**config.mk**
```make
export PLATFORM = sky130hd
export DESIGN_NAME = branch_predictor_flat
export DESIGN_NICKNAME = d
export VERILOG_FILES = /design/src/rtl/branch_predictor_pkg.sv /design/src/rtl/branch_predictor_if.sv /design/src/rtl/branch_predictor_sat_counter.sv /design/src/rtl/branch_predictor.sv /design/src/flat_wrapper.sv
export SDC_FILE = /design/constraint.sdc
export NUM_CORES = 1
export LEC_CHECK = 0
export CELL_PAD_IN_SITES_DETAIL_PLACEMENT = 0
export CELL_PAD_IN_SITES_GLOBAL_PLACEMENT = 1
export CORE_MARGIN = 10
export CORE_UTILIZATION = 35
export CTS_CLUSTER_DIAMETER = 120
export DETAILED_ROUTE_END_ITERATION = 8
export PLACE_DENSITY = 0.63
export SLEW_MARGIN = 20
export SYNTH_ARGS = -nofsm -noshare
export SYNTH_HDL_FRONTEND = slang
export SYNTH_SLANG_ARGS = --single-unit
```
**constraint.sdc**
```tcl
create_clock -name clk -period 12 [get_ports clk]
set_input_delay 3.6 -clock clk [delete_from_list [all_inputs] [get_ports clk]]
set_output_delay 3.6 -clock clk [all_outputs]
set_load 0.02 [all_outputs]
```
**src/rtl/branch_predictor_pkg.sv**
```systemverilog
// branch_predictor_pkg: shared field-slicing constants, counter encodings and helpers for the BTB.
package branch_predictor_pkg;
  localparam int IDX_LO = 2;
  function automatic int tag_lo(input int index_w);
    return index_w + IDX_LO;
  endfunction
  function automatic int weak_t(input int cnt_w);
    return 1 << (cnt_w - 1);
  endfunction
  function automatic int weak_nt(input int cnt_w);
    return (1 << (cnt_w - 1)) - 1;
  endfunction
endpackage

```
**src/rtl/branch_predictor_if.sv**
```systemverilog
// branch_predictor_if: lookup/update/perf bundle between the pipeline (master) and the predictor (slave).
interface branch_predictor_if #(parameter int XLEN = 32, parameter int PERF_W = 16);
  logic [XLEN-1:0] lookup_pc;
  logic predict_taken;
  logic [XLEN-1:0] predict_target;
  logic update_valid;
  logic [XLEN-1:0] update_pc;
  logic update_taken;
  logic [XLEN-1:0] update_target;
  logic update_pred_taken;
  logic [XLEN-1:0] update_pred_target;
  logic update_mispredict;
  logic flush_all;
  logic [PERF_W-1:0] branch_count;
  logic [PERF_W-1:0] mispredict_count;
  modport master(
    output lookup_pc, update_valid, update_pc, update_taken, update_target,
           update_pred_taken, update_pred_target, flush_all,
    input  predict_taken, predict_target, update_mispredict, branch_count, mispredict_count
  );
  modport slave(
    input  lookup_pc, update_valid, update_pc, update_taken, update_target,
           update_pred_taken, update_pred_target, flush_all,
    output predict_taken, predict_target, update_mispredict, branch_count, mispredict_count
  );
endinterface

```
**src/rtl/branch_predictor_sat_counter.sv**
```systemverilog
// bp_sat_counter: W-bit up/down saturating counter with parallel load; load has priority.
module bp_sat_counter #(
  parameter int W = 2,
  parameter logic [W-1:0] RST_VAL = '0
) (
  input  logic clk,
  input  logic reset,
  input  logic load_i,
  input  logic [W-1:0] load_val_i,
  input  logic inc_i,
  input  logic dec_i,
  output logic [W-1:0] cnt_o
);
  logic [W-1:0] cnt_q, cnt_d;
  always_comb cnt_d = load_i ? load_val_i :
                      (inc_i && !(&cnt_q)) ? cnt_q + W'(1) :
                      (dec_i && |cnt_q) ? cnt_q - W'(1) : cnt_q;
  always_ff @(posedge clk or negedge reset)
    if (!reset) cnt_q <= RST_VAL;
    else cnt_q <= cnt_d;
  assign cnt_o = cnt_q;
endmodule

```
**src/rtl/branch_predictor.sv**
```systemverilog
// branch_predictor: direct-mapped BTB with per-entry saturating direction counters,
// combinational lookup, EX-stage update, mispredict detect and saturating perf counters.
module branch_predictor
  import branch_predictor_pkg::*;
#(
  parameter int XLEN = 32,
  parameter int INDEX_W = 4,
  parameter int TAG_W = 8,
  parameter int CNT_W = 2,
  parameter int PERF_W = 16
) (
  input logic clk,
  input logic reset,
  branch_predictor_if.slave bp
);
  localparam int N = 1 << INDEX_W;
  localparam int TL = tag_lo(INDEX_W);
  localparam logic [CNT_W-1:0] WEAK_T = CNT_W'(weak_t(CNT_W));
  localparam logic [CNT_W-1:0] WEAK_NT = CNT_W'(weak_nt(CNT_W));
  typedef struct packed {
    logic mode;
    logic [TAG_W-1:0] tag;
    logic [XLEN-1:0] target;
  } entry_t;
  entry_t entry_q [N];
  logic [N-1:0] valid_q;
  logic [N-1:0][CNT_W-1:0] cnt;
  logic [INDEX_W-1:0] l_idx, u_idx;
  logic [TAG_W-1:0] l_tag, u_tag;
  entry_t l_e, u_e;
  logic l_hit, u_hit, upd;
  logic unused_pc_bits;
  assign l_idx = bp.lookup_pc[TL-1:IDX_LO];
  assign l_tag = bp.lookup_pc[TL+TAG_W-1:TL];
  assign u_idx = bp.update_pc[TL-1:IDX_LO];
  assign u_tag = bp.update_pc[TL+TAG_W-1:TL];
  assign l_e = entry_q[l_idx];
  assign u_e = entry_q[u_idx];
  assign l_hit = valid_q[l_idx] && l_e.tag == l_tag && l_e.mode == bp.lookup_pc[XLEN-1];
  assign u_hit = valid_q[u_idx] && u_e.tag == u_tag && u_e.mode == bp.update_pc[XLEN-1];
  // flush takes priority over any same-cycle table write
  assign upd = bp.update_valid && !bp.flush_all;
  assign unused_pc_bits = ^{bp.lookup_pc[IDX_LO-1:0], bp.lookup_pc[XLEN-2:TL+TAG_W],
                            bp.update_pc[IDX_LO-1:0], bp.update_pc[XLEN-2:TL+TAG_W]};
  assign bp.predict_taken = l_hit && cnt[l_idx][CNT_W-1];
  assign bp.predict_target = bp.predict_taken ? l_e.target : bp.lookup_pc + XLEN'(4);
  assign bp.update_mispredict = bp.update_valid &&
    (bp.update_taken != bp.update_pred_taken ||
     (bp.update_taken && bp.update_target != bp.update_pred_target));
  always_ff @(posedge clk or negedge reset)
    if (!reset) valid_q <= '0;
    else if (bp.flush_all) valid_q <= '0;
    else if (upd && bp.update_taken) valid_q[u_idx] <= 1'b1;
  // tags/targets are unreset; valid_q masks stale contents
  always_ff @(posedge clk)
    if (upd && bp.update_taken) begin
      entry_q[u_idx].target <= bp.update_target;
      if (!u_hit) begin
        entry_q[u_idx].tag <= u_tag;
        entry_q[u_idx].mode <= bp.update_pc[XLEN-1];
      end
    end
  for (genvar e = 0; e < N; e++) begin : g_cnt
    logic sel;
    assign sel = upd && u_idx == INDEX_W'(e);
    bp_sat_counter #(.W(CNT_W), .RST_VAL(WEAK_NT)) u_cnt (
      .clk(clk),
      .reset(reset),
      .load_i(sel && !u_hit && bp.update_taken),
      .load_val_i(WEAK_T),
      .inc_i(sel && u_hit && bp.update_taken),
      .dec_i(sel && u_hit && !bp.update_taken),
      .cnt_o(cnt[e])
    );
  end
  bp_sat_counter #(.W(PERF_W)) u_branch_cnt (
    .clk(clk),
    .reset(reset),
    .load_i(1'b0),
    .load_val_i('0),
    .inc_i(bp.update_valid),
    .dec_i(1'b0),
    .cnt_o(bp.branch_count)
  );
  bp_sat_counter #(.W(PERF_W)) u_mispredict_cnt (
    .clk(clk),
    .reset(reset),
    .load_i(1'b0),
    .load_val_i('0),
    .inc_i(bp.update_mispredict),
    .dec_i(1'b0),
    .cnt_o(bp.mispredict_count)
  );
endmodule
```
**src/flat_wrapper.sv**
```systemverilog
// flat-port wrapper written by rule: the top's interface ports become plain ports
module branch_predictor_flat import branch_predictor_pkg::*;
#(
  parameter int XLEN = 32,
  parameter int INDEX_W = 4,
  parameter int TAG_W = 8,
  parameter int CNT_W = 2,
  parameter int PERF_W = 16
)
  (clk, reset, bp_lookup_pc, bp_update_valid, bp_update_pc, bp_update_taken, bp_update_target, bp_update_pred_taken, bp_update_pred_target, bp_flush_all, bp_predict_taken, bp_predict_target, bp_update_mispredict, bp_branch_count, bp_mispredict_count);
  branch_predictor_if #(.XLEN(XLEN), .PERF_W(PERF_W)) bp_i ();
  input logic clk;
  input logic reset;
  input wire logic [$bits(bp_i.lookup_pc)-1:0] bp_lookup_pc;
  input wire logic [$bits(bp_i.update_valid)-1:0] bp_update_valid;
  input wire logic [$bits(bp_i.update_pc)-1:0] bp_update_pc;
  input wire logic [$bits(bp_i.update_taken)-1:0] bp_update_taken;
  input wire logic [$bits(bp_i.update_target)-1:0] bp_update_target;
  input wire logic [$bits(bp_i.update_pred_taken)-1:0] bp_update_pred_taken;
  input wire logic [$bits(bp_i.update_pred_target)-1:0] bp_update_pred_target;
  input wire logic [$bits(bp_i.flush_all)-1:0] bp_flush_all;
  output wire logic [$bits(bp_i.predict_taken)-1:0] bp_predict_taken;
  output wire logic [$bits(bp_i.predict_target)-1:0] bp_predict_target;
  output wire logic [$bits(bp_i.update_mispredict)-1:0] bp_update_mispredict;
  output wire logic [$bits(bp_i.branch_count)-1:0] bp_branch_count;
  output wire logic [$bits(bp_i.mispredict_count)-1:0] bp_mispredict_count;
  assign bp_i.lookup_pc = bp_lookup_pc;
  assign bp_i.update_valid = bp_update_valid;
  assign bp_i.update_pc = bp_update_pc;
  assign bp_i.update_taken = bp_update_taken;
  assign bp_i.update_target = bp_update_target;
  assign bp_i.update_pred_taken = bp_update_pred_taken;
  assign bp_i.update_pred_target = bp_update_pred_target;
  assign bp_i.flush_all = bp_flush_all;
  assign bp_predict_taken = bp_i.predict_taken;
  assign bp_predict_target = bp_i.predict_target;
  assign bp_update_mispredict = bp_i.update_mispredict;
  assign bp_branch_count = bp_i.branch_count;
  assign bp_mispredict_count = bp_i.mispredict_count;
  branch_predictor #(.XLEN(XLEN), .INDEX_W(INDEX_W), .TAG_W(TAG_W), .CNT_W(CNT_W), .PERF_W(PERF_W)) u_core (.clk(clk), .reset(reset), .bp(bp_i));
endmodule
```
# After elaboration in Yosys (flattened, before gate mapping)
# Memory sizes are Yosys's and may differ from the RTL's.
# Index checks and enable logic that the tools add are counted.
[totals]
out_inout_bits = 66
wordCells = 358
ramBits = 656
ff_bits = 80
n_memories = 1
inputBits = 134
[op_classes]
bitwise = 1
addsub = 35
n_reduce_logical = 214
n_mux = 64
eq_ne = 21
magnitude_cmp = 3
[memory_table]
columns = ["memory", "depth", "word_bits", "read_ports", "rd_ports_with_merged_regs", "write_ports", "line_no", "source"]
rows = [
  ["u_core.entry_q", 16, 41, 2, 0, 1, "branch_predictor.sv:25", "entry_t entry_q [N];"],
]
[op_table]
columns = ["op", "n"]
rows = [
  ["$logic_and 1x1->1", 140],
  ["$mux 2", 49],
  ["$reduce_bool 3->1", 16],
  ["$add 16x1->16 const B", 2],
  ["$add 2x1->2 const B", 16],
  ["$add 32x3->32 const B", 1],
  ["$eq 4x4->1 const B", 8],
  ["$mux 16", 2],
  ["$mux 32", 1],
  ["$ne 32x32->1", 1],
  ["$reduce_and 16->1", 2],
  ["$reduce_and 2->1", 16],
  ["$reduce_or 2->1", 16],
  ["$sub 2x1->2 const B", 16],
  ["$logic_not 1->1", 21],
  ["$eq 4x3->1 const B", 4],
  ["$eq 8x8->1", 2],
  ["$or 16x16->16", 1],
  ["$lt 4x5->1 const B", 2],
  ["$bmux 1 s4", 2],
  ["$bmux 2 s4", 1],
  ["$eq 4x2->1 const B", 2],
  ["$mux 1", 8],
  ["$demux 1 s4", 1],
  ["7 further kinds", 8],
]

# Longest topological paths before layout
[logic_depth]
depth_word = 10
depth_mapped = 12
depth_no_buf = 8

# Hierarchy
# Synthesis repeated with hierarchy kept, for this count alone.
[unflattened]
cells_unflattened = 1970
hier_area_um2 = 33897.5
[modules_own_cells]
columns = ["mod", "instances", "cells_each", "seq_area_each_um2", "area_per_inst_um2"]
rows = [
  ["branch_predictor", 1, 1410, 20099.3, 28845.2],
  ["bp_sat_counter at u_core.u_branch_cnt ...", 2, 184, 400.4, 1575.3],
  ["bp_sat_counter at u_core.g_cnt[0].u_cnt ...", 16, 12, 51.3, 118.9],
]

# Worst setup path after synthesis
# No wires, ideal clock.
[synth_path]
path_kind = "input port to output port"
start = "input bp_lookup_pc[2]"
end = "output bp_predict_target[1]"
arrival_time_ps = 6257
t_required_ps = 8400
path_stages = 7
setup_slack_ps = 2143
path_buffers = 4
path_cell_list = "buf_2 -> buf_2 -> buf_2 -> buf_1 -> mux4_2 -> mux4_2 -> mux2_1"
[synth_via]
elab_chain_len = 6
elab_cells_between_ends = 11
classes_between = "2 x eq/ne; 5 x mux; 3 x reduce/logical; 1 x memory"
[synth_rtl]
columns = ["item", "line_no", "source"]
rows = [
  ["start, declared", "flat_wrapper.sv:14", "input wire logic [$bits(bp_i.lookup_pc)-1:0] bp_lookup_pc;"],
  ["$mem_v2 16x41 or $bmux 1 s4 (tied branches)", "n/a", ""],
  ["$eq 8x8->1 or $mux 1 (tied branches)", "branch_predictor.sv:39", "assign l_hit = valid_q[l_idx] && l_e.tag == l_tag && l_e.mode == bp.lookup_pc[XLEN-1];"],
  ["$logic_and 1x1->1 (2 in a row)", "branch_predictor.sv:39", ""],
  ["$logic_and 1x1->1", "branch_predictor.sv:45", "assign bp.predict_taken = l_hit && cnt[l_idx][CNT_W-1];"],
  ["$mux 32 (*)", "branch_predictor.sv:46", "assign bp.predict_target = bp.predict_taken ? l_e.target : bp.lookup_pc + XLEN'(4);"],
  ["end, declared", "flat_wrapper.sv:23", "output wire logic [$bits(bp_i.predict_target)-1:0] bp_predict_target;"],
]
# Every way passes the cells marked *; elsewhere a longest branch is shown, timed or not. The select of a mux whose other input is x is not followed.

# Worst setup path in the final report
[layout_path]
start = "input bp_lookup_pc[5]"
end = "output bp_predict_target[10]"
# Same word-level chain as after synthesis.

==> impl_metrics.yaml <==
run_status:
  outcome: "complete, no violations"
clocking:
  cts_made_buffers: 82
  cts_max_path_buffers: 3
  cts_resized: 0
  ctsHtreeMaxLevel: 3
  cts_root_buf: "clkbuf_16"
  clk_pin_slew_worst_paths_ns: 0.06
  clock_latency_ns: 0.65
  cts_tree: "built"
  clock-sinks: 736
  post-cts-setup-buffer-count: 0
  holdBufCountCts: 0
power:
  p_comb_frac: 0.089
  vdd_drop_max_mv: 0.103
  p_seq_frac: 0.491
  clkPwrFrac: 0.421
  leakage_nw: 12.3
  p_sw_frac: 0.235
  power_switching_w: 0.00138
  power.density_mw_per_mm2: 155
  p_int_w: 0.00451
die:
  die_x_um: 322
  die-height_um: 322
  io-pin-count: 200
  coreArea_mm2: 0.0903
  die-area_mm2: 0.104
  start_util: 0.354
  rows: 110
finish:
  drive_gt1_frac: 0.229
  final_area_mm2: 0.0381
  area.growth.synth_to_final_pct: 19.0
  register_area_mm2: 0.0217
  nNetsFinal: 2122
  n_antenna_cell: 0
  multi_input_area_mm2: 0.00990
  fillers: 7925
global_routing:
  grt_pass1_wl_um: 133000
  grt_max_degree: 113
  antenna_found_initial: 5
  track_usage: 0.174
  overflow: 0
  grt_pass1_vias: 18900
place:
  hpwl_um: 53200
  preCtsSetupSlack_ns: 1.02
  port_buffers: 180
  gp_congestion: 0.796
  placedInstanceArea_mm2: 0.0354
route:
  vias_per_cell: 5.62
  wl_um: 91200
  dr.pass1.iters: 9
  num_vias: 18100
  drc_errors: 0
  first_iter_violations: 1437
  wl_per_cell_um: 28.3
  antenna_left: 0
yosys:
  synth_top_area_cell: "edfxtp_1"
  synthCells: 1774
  seq_area_frac_synth: 0.679
  syn_avg_cell_area_um2: 18.0
  synth_edf_count: 656
  synth-async-reset-ratio: 0.109
  syn-num-nets: 1911
  ys_types: 56
  syn_area_mm2: 0.0320
  synth_seq_cells: 736
  yosysWarnings: 0
  synth_ff_type: "edfxtp_1"
  synth_top_area_share: 0.616
  synth_area_leaders: "edfxtp_1, mux4_2, dfrtp_1"
critical_path:
  required_ns: 8.40
  cp.arrival_ns: 7.42
  path_class: "in2out"
  cp_cell_sequence: "buf_4 > nor2_1 > a22oi_1 > a211o_1 > nand3_1 > o2111ai_1 > nor3_4 > buf_12 > mux2_2 > clkdlybuf4s50_1"
  slowest_stage: "nor2_1"
  critPathMaxFanout: 35
  worstSetupEndpointType: "output port"
  start_kind: "primary input"
  path_buf_inv: 3
  crit_family: "simple AND/OR/NAND/NOR gates"
  max_stage_delay_ns: 0.93
sta:
  tightestPinTransition_ns: 1.10
  setup_violations: 0
  fin_ws_ns: 0.979
  period_share: 0.918
  rsz0062_at_grt: "false"
  hold_viol: 0
  skew_ns: 0.0421
  slew_viol_final: 0
  fin_hold_ws_ns: 0.482
  timing.fmax_mhz: 90.7
  finalSetupTns_ns: 0
  post-route-min-period_ns: 11.02
  relSlewSlack: 0.264
worst_hold_path:
  hp-class: "reg2reg"
job:
  drv_cap: 0
-- cell usage in the layout, fill, tap and decap left out, types with 11 or more instances in the layout --
master,netlist,final
xor2_1,27,27
and3_1,11,11
clkinv_1,0,17
dfrtp_1,64,64
nand2_1,103,103
o41ai_1,25,25
dfstp_2,16,16
mux2_2,35,35
buf_4,8,53
clkbuf_16,0,82
nand4_1,21,21
clkbuf_1,52,20
edfxtp_1,656,656
a22oi_1,28,28
nand3_1,37,37
inv_1,13,12
xnor2_1,77,77
clkdlybuf4s50_1,0,173
o311ai_0,16,16
a21o_1,16,16
nor3_1,34,34
nor2_1,85,69
o211ai_1,23,23
mux4_2,222,222
mux2i_1,55,54
nor2_4,0,15
-- sequential cells by signal, summed over array words and instances (netlist names) --
name                           count
u_core.entry_q                   656
u_core.g_cnt.u_cnt.cnt_o          32
u_core.u_branch_cnt.cnt_o         16
u_core.u_mispredict_cnt.cnt_o     16
u_core.valid_q                    16
-- cell usage after synthesis, types with 21 or more instances --
library cell  count
nand2_1         103
xnor2_1          77
mux4_2          222
o41ai_1          25
mux2i_1          55
edfxtp_1        656
nor3_1           34
nand4_1          21
a22oi_1          28
xor2_1           27
clkbuf_1         52
o211ai_1         23
buf_2            31
nand3_1          37
dfrtp_1          64
mux2_2           35
nor2_1           85
-- area by class of cell --
type | instances | area share
Clock inverter | 42 | 0.0132
Clock buffer | 106 | 0.0573
Tap cell | 1176 | 0.0387
Timing Repair Buffer | 233 | 0.0586
Sequential cell | 736 | 0.571
Inverter | 14 | 0.00138
Multi-Input combinational cell | 918 | 0.260
-- logic make-up (layout without fill, tap and decap cells) --
logic type / count (synthesis) / count (layout) / share of synthesized area
buffers and inverters: 120 / 395 / 0.0162
AND/OR/NAND/NOR: 344 / 344 / 0.0515
AO/OA/AOI/OAI: 153 / 153 / 0.0370
multiplexers: 314 / 314 / 0.187
flip-flops: 736 / 736 / 0.679
XOR/XNOR: 104 / 104 / 0.0285
adder cells (fa/ha/maj): 3 / 3 / 0.00117
-- final timing paths --
kind / slack, ns / end / cells after the start / from
min: 0.48 / u_core.u_mispredict_cnt.cnt_o[6] / 1 / u_core.u_mispredict_cnt.cnt_o[6]
min reg2reg: 0.48 / u_core.u_mispredict_cnt.cnt_o[6] / 1 / u_core.u_mispredict_cnt.cnt_o[6]
max in group asynchronous: 8.00 / u_core.g_cnt[0].u_cnt.cnt_o[1] / 2 / reset
max: 0.98 / bp_predict_target[10] / 10 / bp_lookup_pc[5]
max reg2reg: 8.16 / u_core.entry_q[9][40] / 8 / u_core.entry_q[15][34]
min in group asynchronous: 2.91 / u_core.u_branch_cnt.cnt_o[13] / 1 / reset
-- through the flow --
step	instances	utilization	power, W
2_1_floorplan	1774	-	0.00322
3_3_place_gp	3077	0.392	0.00346
3_5_place_dp	3077	0.392	0.00347
4_1_cts	3225	0.421	0.00596
5_1_grt	3225	0.421	0.00611
6_report	3225	0.421	0.00589
-- power by group through the flow --
stage	Clock, W	Sequential, W	Combinational [W]
final	0.00248	0.00289	0.000523
after CTS	0.00254	0.00289	0.000533
after global routing	0.00265	0.00290	0.000563
after floorplan	0	0.00296	0.000259
after detailed placement	0	0.00294	0.000531
after global placement	0	0.00294	0.000522
-- metal layers --
metal	global-route usage	share of wire	routed length, um	vias up
li1	-	-	-	7686
met1	0.230	0.42	38300	9651
met2	0.288	0.49	44700	637
met3	0.0327	0.063	5780	135
met4	0.0513	0.025	2320	8
met5	0	0.00053	48	-
Power figures use the tool's default switching activity.
